<file path="src/rtl/ft601_ch_arbiter.sv">
// ft601_ch_arbiter
// Schedules the shared FT601 multi-channel FIFO bus between the PL-side
// channels. It picks one channel and one direction by round-robin, offers
// the grant to the bus engine, counts words so a packet never exceeds
// MAX_PACKET_SIZE, and inserts a turnaround gap after each grant.
//
// Ports:
//   clk, reset_n        FT601 bus clock, asynchronous active-low reset
//   enable              permits new grants (never aborts an active one)
//   tx_req, tx_ok       per-channel TX eligibility terms (bit i-1 = channel i)
//   rx_ok, rx_space     per-channel RX eligibility terms (bit i-1 = channel i)
//   grant_valid         a grant is being offered
//   grant_dir           0 = TX (PL to host), 1 = RX (host to PL)
//   grant_ch            granted channel 1..NUM_CHANNELS, 0 when none
//   grant_ack           engine accepts the offered grant
//   beat                one 32-bit word moved on the granted channel
//   done                engine ended the transfer early
//   last                current beat is the final one allowed (combinational)
//   busy                arbiter is not idle
module ft601_ch_arbiter #(
  parameter int NUM_CHANNELS    = 4,
  parameter int MAX_PACKET_SIZE = 1024,
  parameter int TURNAROUND      = 2,
  localparam int CW             = $clog2(NUM_CHANNELS + 1)
) (
  input  logic                    clk,
  input  logic                    reset_n,
  input  logic                    enable,
  input  logic [NUM_CHANNELS-1:0] tx_req,
  input  logic [NUM_CHANNELS-1:0] tx_ok,
  input  logic [NUM_CHANNELS-1:0] rx_ok,
  input  logic [NUM_CHANNELS-1:0] rx_space,
  output logic                    grant_valid,
  output logic                    grant_dir,
  output logic [CW-1:0]           grant_ch,
  input  logic                    grant_ack,
  input  logic                    beat,
  input  logic                    done,
  output logic                    last,
  output logic                    busy
);

  localparam int MAX_WORDS = MAX_PACKET_SIZE / 4;
  localparam int CNT_W     = $clog2(MAX_WORDS + 1);
  localparam int GAP_W     = (TURNAROUND > 1) ? $clog2(TURNAROUND) : 1;

  localparam logic [1:0] S_IDLE  = 2'd0;
  localparam logic [1:0] S_OFFER = 2'd1;
  localparam logic [1:0] S_XFER  = 2'd2;
  localparam logic [1:0] S_GAP   = 2'd3;

  logic [1:0]             state;
  logic                   g_dir;
  logic [CW-1:0]          g_ch;
  logic                   last_dir;
  logic [CW-1:0]          ptr_tx;
  logic [CW-1:0]          ptr_rx;
  logic [CNT_W-1:0]       word_cnt;
  logic [GAP_W-1:0]       gap_cnt;

  logic [NUM_CHANNELS-1:0] tx_elig;
  logic [NUM_CHANNELS-1:0] rx_elig;
  logic [CW-1:0]           tx_pick;
  logic [CW-1:0]           rx_pick;
  logic                    any_tx;
  logic                    any_rx;
  logic                    sel_dir;
  logic [CW-1:0]           sel_ch;
  logic                    last_i;
  logic                    active;

  // Search starts at the channel after ptr and wraps N -> 1; returns the
  // first eligible channel number, or 0 if none is eligible.
  function automatic logic [CW-1:0] rr_pick(input logic [NUM_CHANNELS-1:0] elig,
                                            input logic [CW-1:0]           ptr);
    logic          found;
    logic [CW-1:0] pick;
    int unsigned   idx;
    found = 1'b0;
    pick  = '0;
    for (int unsigned k = 1; k <= NUM_CHANNELS; k++) begin
      idx = (32'(ptr) + k - 1) % NUM_CHANNELS;
      if (!found && elig[idx]) begin
        found = 1'b1;
        pick  = CW'(idx + 1);
      end
    end
    return pick;
  endfunction

  always_comb begin
    tx_elig = tx_req & tx_ok;
    rx_elig = rx_ok & rx_space;
    any_tx  = |tx_elig;
    any_rx  = |rx_elig;
    tx_pick = rr_pick(tx_elig, ptr_tx);
    rx_pick = rr_pick(rx_elig, ptr_rx);
    // With both directions pending, alternate against the last served one.
    if (any_tx && any_rx) begin
      sel_dir = ~last_dir;
    end else begin
      sel_dir = any_rx;
    end
    sel_ch = sel_dir ? rx_pick : tx_pick;
  end

  always_comb begin
    active      = (state == S_OFFER) || (state == S_XFER);
    grant_valid = (state == S_OFFER);
    grant_dir   = active ? g_dir : 1'b0;
    grant_ch    = active ? g_ch : '0;
    last_i      = (state == S_XFER) && beat && (word_cnt == CNT_W'(MAX_WORDS - 1));
    last        = last_i;
    busy        = (state != S_IDLE);
  end

  always_ff @(posedge clk or negedge reset_n) begin
    if (!reset_n) begin
      state    <= S_IDLE;
      g_dir    <= 1'b0;
      g_ch     <= '0;
      last_dir <= 1'b1;
      ptr_tx   <= CW'(NUM_CHANNELS);
      ptr_rx   <= CW'(NUM_CHANNELS);
      word_cnt <= '0;
      gap_cnt  <= '0;
    end else begin
      case (state)
        S_IDLE: begin
          if (enable && (any_tx || any_rx)) begin
            g_dir <= sel_dir;
            g_ch  <= sel_ch;
            state <= S_OFFER;
          end
        end
        S_OFFER: begin
          if (grant_ack) begin
            word_cnt <= '0;
            last_dir <= g_dir;
            if (g_dir) begin
              ptr_rx <= g_ch;
            end else begin
              ptr_tx <= g_ch;
            end
            state <= S_XFER;
          end
        end
        S_XFER: begin
          // The final beat leaves XFER, so the count stops at MAX_WORDS-1.
          if (beat && !last_i) begin
            word_cnt <= word_cnt + 1'b1;
          end
          if (done || last_i) begin
            if (TURNAROUND == 0) begin
              state <= S_IDLE;
            end else begin
              gap_cnt <= GAP_W'((TURNAROUND > 0) ? TURNAROUND - 1 : 0);
              state   <= S_GAP;
            end
          end
        end
        default: begin
          if (gap_cnt == '0) begin
            state <= S_IDLE;
          end else begin
            gap_cnt <= gap_cnt - 1'b1;
          end
        end
      endcase
    end
  end

endmodule

</file>
<file path="config.mk">
export PLATFORM = sky130hd
export DESIGN_NAME = ft601_ch_arbiter
export DESIGN_NICKNAME = d
export VERILOG_FILES = /design/src/rtl/ft601_ch_arbiter.sv
export SDC_FILE = /design/constraint.sdc
export NUM_CORES = 1
export LEC_CHECK = 0
export ABC_AREA = 1
export CORE_MARGIN = 1
export CORE_UTILIZATION = 54
export DETAILED_ROUTE_END_ITERATION = 10
export PLACE_DENSITY_LB_ADDON = 0.2
export SYNTH_ARGS = -nofsm -noshare
export SYNTH_HDL_FRONTEND = slang
export SYNTH_SLANG_ARGS = --single-unit
</file>
<file path="constraint.sdc">
create_clock -name clk -period 2.24 [get_ports clk]
set_clock_uncertainty 0.2 [all_clocks]
set_input_delay 0.448 -clock clk [delete_from_list [all_inputs] [get_ports clk]]
set_output_delay 0.448 -clock clk [all_outputs]
set_load 0.05 [all_outputs]
</file>
==> summary.md, run 1 <==
| Metric | Value |
|---|---|
| Number of global-route vias before repair | between 1500 and 2000 |
| YS warnings | 0 |
| DR iter-0 viols | 154 |
| Tmin final | 2530 ps |
| Clock network power share | 0.062 |
| Count leader, synth | nand2_1 |
| FF-to-FF setup slack | -100 ps |
| Via/cell ratio | approximately 5.3 |
| Worst vdd ir | 0.921 mV |
| Core area | approximately 3200 um2 |
| Sw Ratio | 0.511 |
| Syn_area_per_cell | 6.70 um2 |
| PortBufs | 28 |
| Sequential Power Share | 0.199 |
| Max-cap violation count | 0 |
| Crit path DAT | around 1900 ps |
| Num Clock Sinks | 21 |
| Seq/Total Area, Yosys | 0.285 |
| Leakage power | 1.27 nW |
| Mapped cell area | 1850 um2 |
| Design Area, Final | approximately 2500 um2 |
| Clk root buf | clkbuf_4 |
| Clk buf depth | 2 |
| Comb pwr share | 0.739 |
| FP Rows | 20 |
| Post-Route WL | roughly 4.5 mm |
| Startpoint types | flip-flop |
| Post-synth top area share | 0.271 |
| FFs w/ async S/R, synth | 1.00 |
| Worst-path fanout max | 2 |
| DIE HEIGHT | a little over 60 um |
| Largest net degree at the start of global routing | 22 |
| Number of synthesized flops with an enable pin | 0 |
| PD cells | 1210 nW/um2 |
| H-tree depth | 1 |
| Fin. Hold Viols | 0 |
| CP endpoint kind | output port |
| Num CTS Buffers | 3 |
| Slew Viols, Final | 0 |
| RSZ-0062 raised after global routing | yes |
| Failing checks | negative setup slack |
| Post-DRT Antenna Nets | 0 |
| Ant diodes | 0 |
| Power Internal | 1.46 mW |
| Synth area leaders | dfrtp_1 (27%), nand2_1 (18%), nand3_1 (14%), ha_1 (9.5%), inv_1 (6.9%) |
| Reg2reg end | word_cnt[4] |
| Total congestion overflow | 0 |
| Crit share post-route | 1.13 |
| Synth cell types | 32 |
| I/O pin count | 29 |
| Layout cells sized above 1 | 0.182 |
| # nets final | about 360 |
| First-pass GRT wire length | between 6 and 7 mm |
| Initial antenna violation count | 0 |
| Initial Util | 0.586 |
| Post-DR wirelength/cell | approximately 12 um |
| WS Path Type | reg -> out |
| Pre-Repair DR Iteration Count | 4 |
| Worst-Margin Slew | 370 ps |
| Vias after detailed routing | between 1500 and 2000 |
| Residual DRC | 0 |
| Run status | finished with violations |
| Chip width | between 60 and 70 um |
| CTS hold repair buffers | 0 |
| Hold crit path type | in -> async |
| Final setup fails | 7 |
| TritonCTS clock tree | done |
| Yosys top cell by area | dfrtp_1 |
| Net Switching | approximately 1.5 mW |
| Die footprint | 3660 um2 |
| GP Congestion | approximately 0.82 |
| Commonest cells in the netlist | nand2_1 (87), nand3_1 (53), inv_1 (34) |
| Setup WS post-layout | -286 ps |
| Main synth FF type | dfrtp_1 |
| Synthesis-stage register bit count | 21 |
| GRT Total Usage | 0.248 |
| Dpl hpwl | 3.21 mm |
| Fillers | 247 |
| Max_slew headroom | 0.753 |
| R2R cell count | 14 |
| Dpl cell area | around 2300 um2 |
| Area growth, synth to finish | 33.6% |
| Reg2reg start | word_cnt[1] |
| Fmax | 396 MHz |
| Worst EP required | ~1600 ps |
| Layout Utilization | 0.783 |
| Reg clk slew, reported paths | roughly 110 ps |
| Cells after synthesis | 276 |
| Syn_nets | between 300 and 400 |
| Clk_lat worst skew | approximately 310 ps |
registers in the layout, summed over array words and instances (netlist names):
register  flops
g_ch          3
last_dir      1
state         2
ptr_tx        2
gap_cnt       1
word_cnt      9
ptr_rx        2
g_dir         1
cell type report:
| type | instances | area [um2] | share of cell area |
|---|---|---|---|
| clock buffer | 4 | 26.3 | 0.0106 |
| inverter | 37 | 154 | 0.0623 |
| multi-input combinational | 216 | 1210 | 0.490 |
| sequential | 21 | 527 | 0.213 |
| tap | 44 | 55.1 | 0.0223 |
| timing repair buffer | 47 | 497 | 0.201 |
critical path, stage by stage, from the launching register on:
cell,delay [ps]
dfrtp_1,390
ha_2,190
inv_2,50
nor3_4,180
nand4_1,120
nor2_1,130
ha_2,200
nand3_2,80
inv_2,90
buf_12,130
metal layers:
layer  part of all wire  GRT usage  vias to the layer above
li1                   -          -                      997
met1               0.45      0.328                      882
met2               0.49      0.429                       61
met3              0.044     0.0235                       11
met4              0.023     0.0812                        0
met5                  0          0                        -
power by group through the flow:
stage	Sequential, mW	Combinational (mW)	Clock, mW
after detailed placement	0.600	1.98	0
after CTS	0.586	2.02	0.186
final	0.594	2.21	0.184
after global placement	0.593	1.95	0
after global routing	0.606	2.44	0.199
after floorplan	0.587	1.38	0
what timing repair did:
action                                  4_1_cts  5_1_grt
resized for setup                             2       17
gates cloned                                  0        0
setup buffers                                 2        8
endpoints found under the setup margin        2       12
pin swaps                                     0       11
kinds of logic (layout without fill, tap and decap cells):
family,after synthesis,after routing,synth area share
simple gates,176,176,0.440
buf+inv,39,88,0.0941
fa+ha+maj,14,14,0.0948
xor+xnor,3,3,0.0142
compound gates,22,22,0.0663
flops,21,21,0.285
mux,1,1,0.00542
layout by cell type, fill, tap and decap left out, types with 4 or more instances in the layout:
master / netlist / layout
nand3_1: 53 / 52
nor2_1: 14 / 13
ha_1: 14 / 11
o21ai_0: 11 / 11
buf_12: 0 / 7
nand4_1: 4 / 4
inv_1: 34 / 31
dfrtp_1: 20 / 20
clkdlybuf4s50_1: 0 / 21
nand2_1: 87 / 86
a21oi_1: 6 / 6
buf_4: 0 / 18
nand2_2: 6 / 6
per-stage QoR:
| step | hold slack (ps) | setup slack [ps] | cells | power, mW | setup TNS, ps |
|---|---|---|---|---|---|
| floorplan | -47.6 | 55.3 | 276 | 1.97 | 0 |
| global placement | 275 | 60.8 | 355 | 2.54 | 0 |
| detailed placement | 284 | 6.03 | 355 | 2.58 | 0 |
| CTS | 289 | -197 | 361 | 2.79 | -197 |
| global route | 308 | -395 | 369 | 3.25 | -2170 |
| finish | 271 | -286 | 369 | 2.98 | -661 |
worst max-delay path by stage:
stage             endpoint   startpoint
2_1_floorplan  word_cnt[2]     state[1]
3_3_place_gp          last  word_cnt[0]
3_5_place_dp   word_cnt[2]  word_cnt[0]
4_1_cts               last  word_cnt[0]
5_1_grt               last  word_cnt[1]
6_report              last  word_cnt[1]
Note: power is estimated with default switching activity, not from simulation.
==> run 2, diff against run 1 <==
CORE_UTILIZATION = 53   (was 54)
SKIP_CTS_REPAIR_TIMING = 1   (was unset)
==> summary.md, run 2 (synthesis results as in run 1) <==
| Metric | Value |
|---|---|
| FP Rows | 21 (+5.0%) |
| Smallest hold slack | 245 ps (-25.9 ps) |
| Clk buf depth | 2 (unchanged) |
| Final setup fails | 2 (-5) |
| Placed Instances | 357 (+0.56%) |
| Slew Viols, Final | 0 (unchanged) |
| Vias after detailed routing | 1874 (-3.9%) |
| Layout cells sized above 1 | 0.163 (-0.0185) |
| Commonest non-fill, non-tap cell in the layout | nand2_1 |
| First-pass GRT wire length | 6.29 mm (-9.2%) |
| Power Internal | 1.44 mW (-1.6%) |
| TritonCTS clock tree | done |
| GP Congestion | 0.842 (+2.6%) |
| Initial antenna violation count | 0 (unchanged) |
| Max-cap violation count | 0 (unchanged) |
| Fin. Hold Viols | 0 (unchanged) |
| Design Area, Final | 2410 um2 (-2.3%) |
| Via/cell ratio | 5.13 (-2.9%) |
| Run status | finished with violations |
| Num CTS Buffers | 3 (unchanged) |
| Post-DRT Antenna Nets | 0 (unchanged) |
| Setup TNS Final | -323 ps (+338 ps) |
| Residual DRC | 0 (unchanged) |
| Clk root buf | clkbuf_4 |
| Net Switching | 1.48 mW (-3.2%) |
| DIE HEIGHT | 61.1 um (+0.91%) |
| Setup WS post-layout | -231 ps (+54.5 ps) |
| Largest register FFs | 9 (unchanged) |
| Dpl cell area | 2300 um2 (+0.11%) |
| M1 WL | 1.94 mm (-3.3%) |
| CP endpoint kind | output port |
| Chip width | 61.1 um (+0.91%) |
| Layout Utilization | 0.723 (-0.0600) |
| WS Path Type | reg -> out |
| PD cells | 1210 nW/um2 (-0.17%) |
| Reg clk slew, reported paths | 120 ps (about the same) |
| Worst-Margin Slew | 471 ps (+101 ps) |
| Dpl ws | 17.2 ps (+11.1 ps) |
| Crit share post-route | 1.10 (-0.0244) |
| Startpoint types | flip-flop |
| Die footprint | 3730 um2 (+1.8%) |
| # nets final | 356 (-1.7%) |
| Power, Total | 2.91 mW (-2.4%) |
| Met2 WL | 2.01 mm (-8.9%) |
| Largest registers | word_cnt: 9 flops, g_ch: 3 flops |
| Largest net degree at the start of global routing | 12 (-45%) |
| DR iter-0 viols | 143 (-7.1%) |
| Worst vdd ir | 0.758 mV (-18%) |
| Dpl hpwl | 3.20 mm (-0.32%) |
| PortBufs | 28 (unchanged) |
| H-tree depth | 1 (unchanged) |
| Most frequent cells in the layout | nand2_1 (86), nand3_1 (53), inv_1 (32) |
| Failing checks | negative setup slack |
| GRT Total Usage | 0.227 (-0.0216) |
| Max_slew headroom | 0.685 (-0.0685) |
| Tmin final | 2470 ps (-54.5 ps) |
| Met3 routed WL | 109 um (-45%) |
| Sequential Power Share | 0.203 (+0.004) |
| Area growth, synth to finish | 30.5% |
| Post-Route WL | 4.11 mm (-8.9%) |
| Pre-Repair DR Iteration Count | 4 (unchanged) |
| Leakage power | 1.23 nW (-3.3%) |
| Highest metal used | met4 |
| I/O pin count | 29 (unchanged) |
| Clock network power share | 0.064 (+0.002) |
| Num Clock Sinks | 21 (unchanged) |
| RSZ-0062 raised after global routing | yes |
| Number of global-route vias before repair | 1543 (-8.5%) |
| Worst EP required | 1590 ps (about the same) |
| Worst-path fanout max | 3 (+1) |
| Comb pwr share | 0.732 (-0.007) |
| Ant diodes | 0 (unchanged) |
| Total congestion overflow | 0 (unchanged) |
| Initial Util | 0.554 (-0.0323) |
| Crit path DAT | 1820 ps (-60 ps) |
| Sw Ratio | 0.507 (-0.00412) |
| Post-DR wirelength/cell | 11.3 um (-7.9%) |
| Clk_lat worst skew | 310 ps (about the same) |
| Top reg by flops | word_cnt |
| Hold crit path type | in -> async |
| Finished Layout Cells | 365 (-1.1%) |
| Core area | 3340 um2 (+5.8%) |
| Fmax | 405 MHz (+2.2%) |
[run 2: cell types whose count changed in the layout (fill, tap and decap cells not counted), sizes merged]
| cell | previous run | this run |
|---|---|---|
| buf | 26 | 20 |
[run 2: power by group through the flow]
stage                     Sequential (mW)  Combinational, mW  Clock (mW)
after floorplan                     0.587               1.38           0
after global placement              0.598               1.96           0
after detailed placement            0.598               2.00           0
after CTS                           0.592               2.00       0.192
after global routing                0.605               2.36       0.201
final                               0.591               2.13       0.188
[run 2: critical path, cell delays in order (launching register included)]
cell and delay (ps):
dfrtp_1 400, ha_2 180, inv_2 40, nor3_2 130, nand4_1 120, nor2_1 130, ha_2 190, nand3_1 90
inv_2 90, buf_12 130
[run 2: cell type report]
cell class | count | area (um2)
Multi-Input combinational cell | 216 | 1200
Clock buffer | 4 | 26.3
Sequential cell | 21 | 527
Tap cell | 46 | 57.6
Timing Repair Buffer | 41 | 448
Inverter | 37 | 151
Fill cell | 282 | 925
[run 2: per-layer routing]
metal / GRT usage / up-vias
met2: 0.384 / 30
met5: 0 / -
li1: - / 984
met3: 0.0294 / 4
met1: 0.299 / 856
met4: 0.0812 / 0
[run 2: path summary, 6_finish.rpt]
path / startpoint / endpoint / slack (ps) / depth (start not counted)
setup / recovery: word_cnt[0] / last / -230 / 9
hold / removal: reset_n / word_cnt[3] / 250 / 1
setup reg to reg: word_cnt[0] / word_cnt[7] / -90 / 13
hold reg to reg: gap_cnt / gap_cnt / 310 / 2
max in group asynchronous: reset_n / state[0] / 1070 / 2
min in group clk: gap_cnt / gap_cnt / 310 / 2
==> patch (config.mk and constraints of run 2) <==
Change the parameter `TURNAROUND` from 2 to 1.
--- a/src/rtl/ft601_ch_arbiter.sv
+++ b/src/rtl/ft601_ch_arbiter.sv
@@ -20,7 +20,7 @@
 module ft601_ch_arbiter #(
   parameter int NUM_CHANNELS    = 4,
   parameter int MAX_PACKET_SIZE = 1024,
-  parameter int TURNAROUND      = 2,
+  parameter int TURNAROUND      = 1,
   localparam int CW             = $clog2(NUM_CHANNELS + 1)
 ) (
   input  logic                    clk,
Function: no difference found for any inputs over 4 cycles, from zero or initial values and one cycle with reset_n low; that may be too few to reach the edited logic, so the function may still have changed.
==> patch against run 2 <==
The flow still finishes with violations (negative setup slack); sequential power decreased by 3.7%; synthesized cell count is 1.1% lower; final area rose by 2.0%; sequential cell count is 1 lower; worst setup slack lost 39 ps; via count fell by 1.7%; wire length increased by 0.61%; synthesized area shrank 0.54%; power rose by 13%; count of clock-buffer cells in the layout fell by 1; maximum frequency down 1.5%; critical path type unchanged; highest routed layer unchanged.
==> patch: results (changes against run 2) <==
met3 routed WL 133 um (+22%); FF-to-FF setup slack -50 ps (+40 ps); pre-CTS setup slack -28.99 ps (-46.17 ps); ClkCell Share 0.02135 (+0.01046); Flop pwr share 0.172 (-0.031); met2 GRT Util 0.3925 (+0.008924); global routing usage on met3 0.03838 (+0.008968); gr usage total 0.2298 (+0.002951); sequential share of the synthesized area 0.2730 (-0.01206); Initial DRC Count 129 (-9.8%); Pleak 0.001214 uW (-1.5%); Syn Nets 308 (-1.3%); final hold slack 236.9 ps (-8.303 ps); relative slew slack 0.7669 (+0.08210); layout cells sized above 1 0.2397 (+0.07674); status complete, but fails checks; post-synthesis cell type count 33 (+3.1%); failing checks negative setup slack; P_int 1613 uW (+12%); Setup Viol. Count Final 6 (+4); Final nets 353 (-0.84%); Clock Buffer Count 3 (-1); sequential share of cell area 0.2039 (-0.01450); layout filler cell count 280 (-0.71%); fmax 0.3984 GHz (-1.5%); setup TNS -463.4 ps (-140.4 ps); worst r2r path cells 15 (+2); area of the multi-input gates 0.001232 mm2 (+2.5%); met2 wire length 1974 um (-1.6%); synth cell count leaders 81 x nand2_1, 41 x nand3_1, 32 x inv_1, 19 x dfrtp_1, 15 x nor2_1; Comb group 2430 uW (+14%); R2R Path End word_cnt[8]; PnR worst setup slack -269.9 ps (-38.56 ps); top cells by area, synth dfrtp_1 26%, nand2_1 17%, nand3_1 11%, ha_1 8.8%, inv_1 6.5%; first-pass GRT wire length 6534 um (+4.0%); #MultiIn Comb 212 (-1.9%); Worst VDD drop 0.9814 mV (+29%)
[patch: cell families after synthesis]
kind of cell,Yosys count,synth area share
and+or+nand+nor,171,0.4506
buffers and inverters,41,0.09394
AOI/OAI and AO/OA,24,0.07421
DFF,20,0.2730
adders and majority gates,13,0.08850
xor gates and xnor gates,3,0.01430
muxes,1,0.005446
[patch: metrics by stage]
step / instances / power [uW] / utilization / cell area [um2]
finish: 363 / 3302 / 0.7375 / 2461
global route: 363 / 3611 / 0.7375 / 2461
CTS: 358 / 3217 / 0.7049 / 2352
detailed placement: 354 / 2899 / 0.6892 / 2300
global placement: 354 / 2867 / 0.6892 / 2300
floorplan: 273 / 2248 / - / 1838
[patch: critical path, stage by stage (launching register included)]
cell and delay (ps):
dfrtp_1 380, inv_2 50, nor3_4 190, inv_1 80
nor2_2 120, inv_1 70, nor2_1 120, ha_2 220
nand3_4 90, inv_2 90, buf_12 130
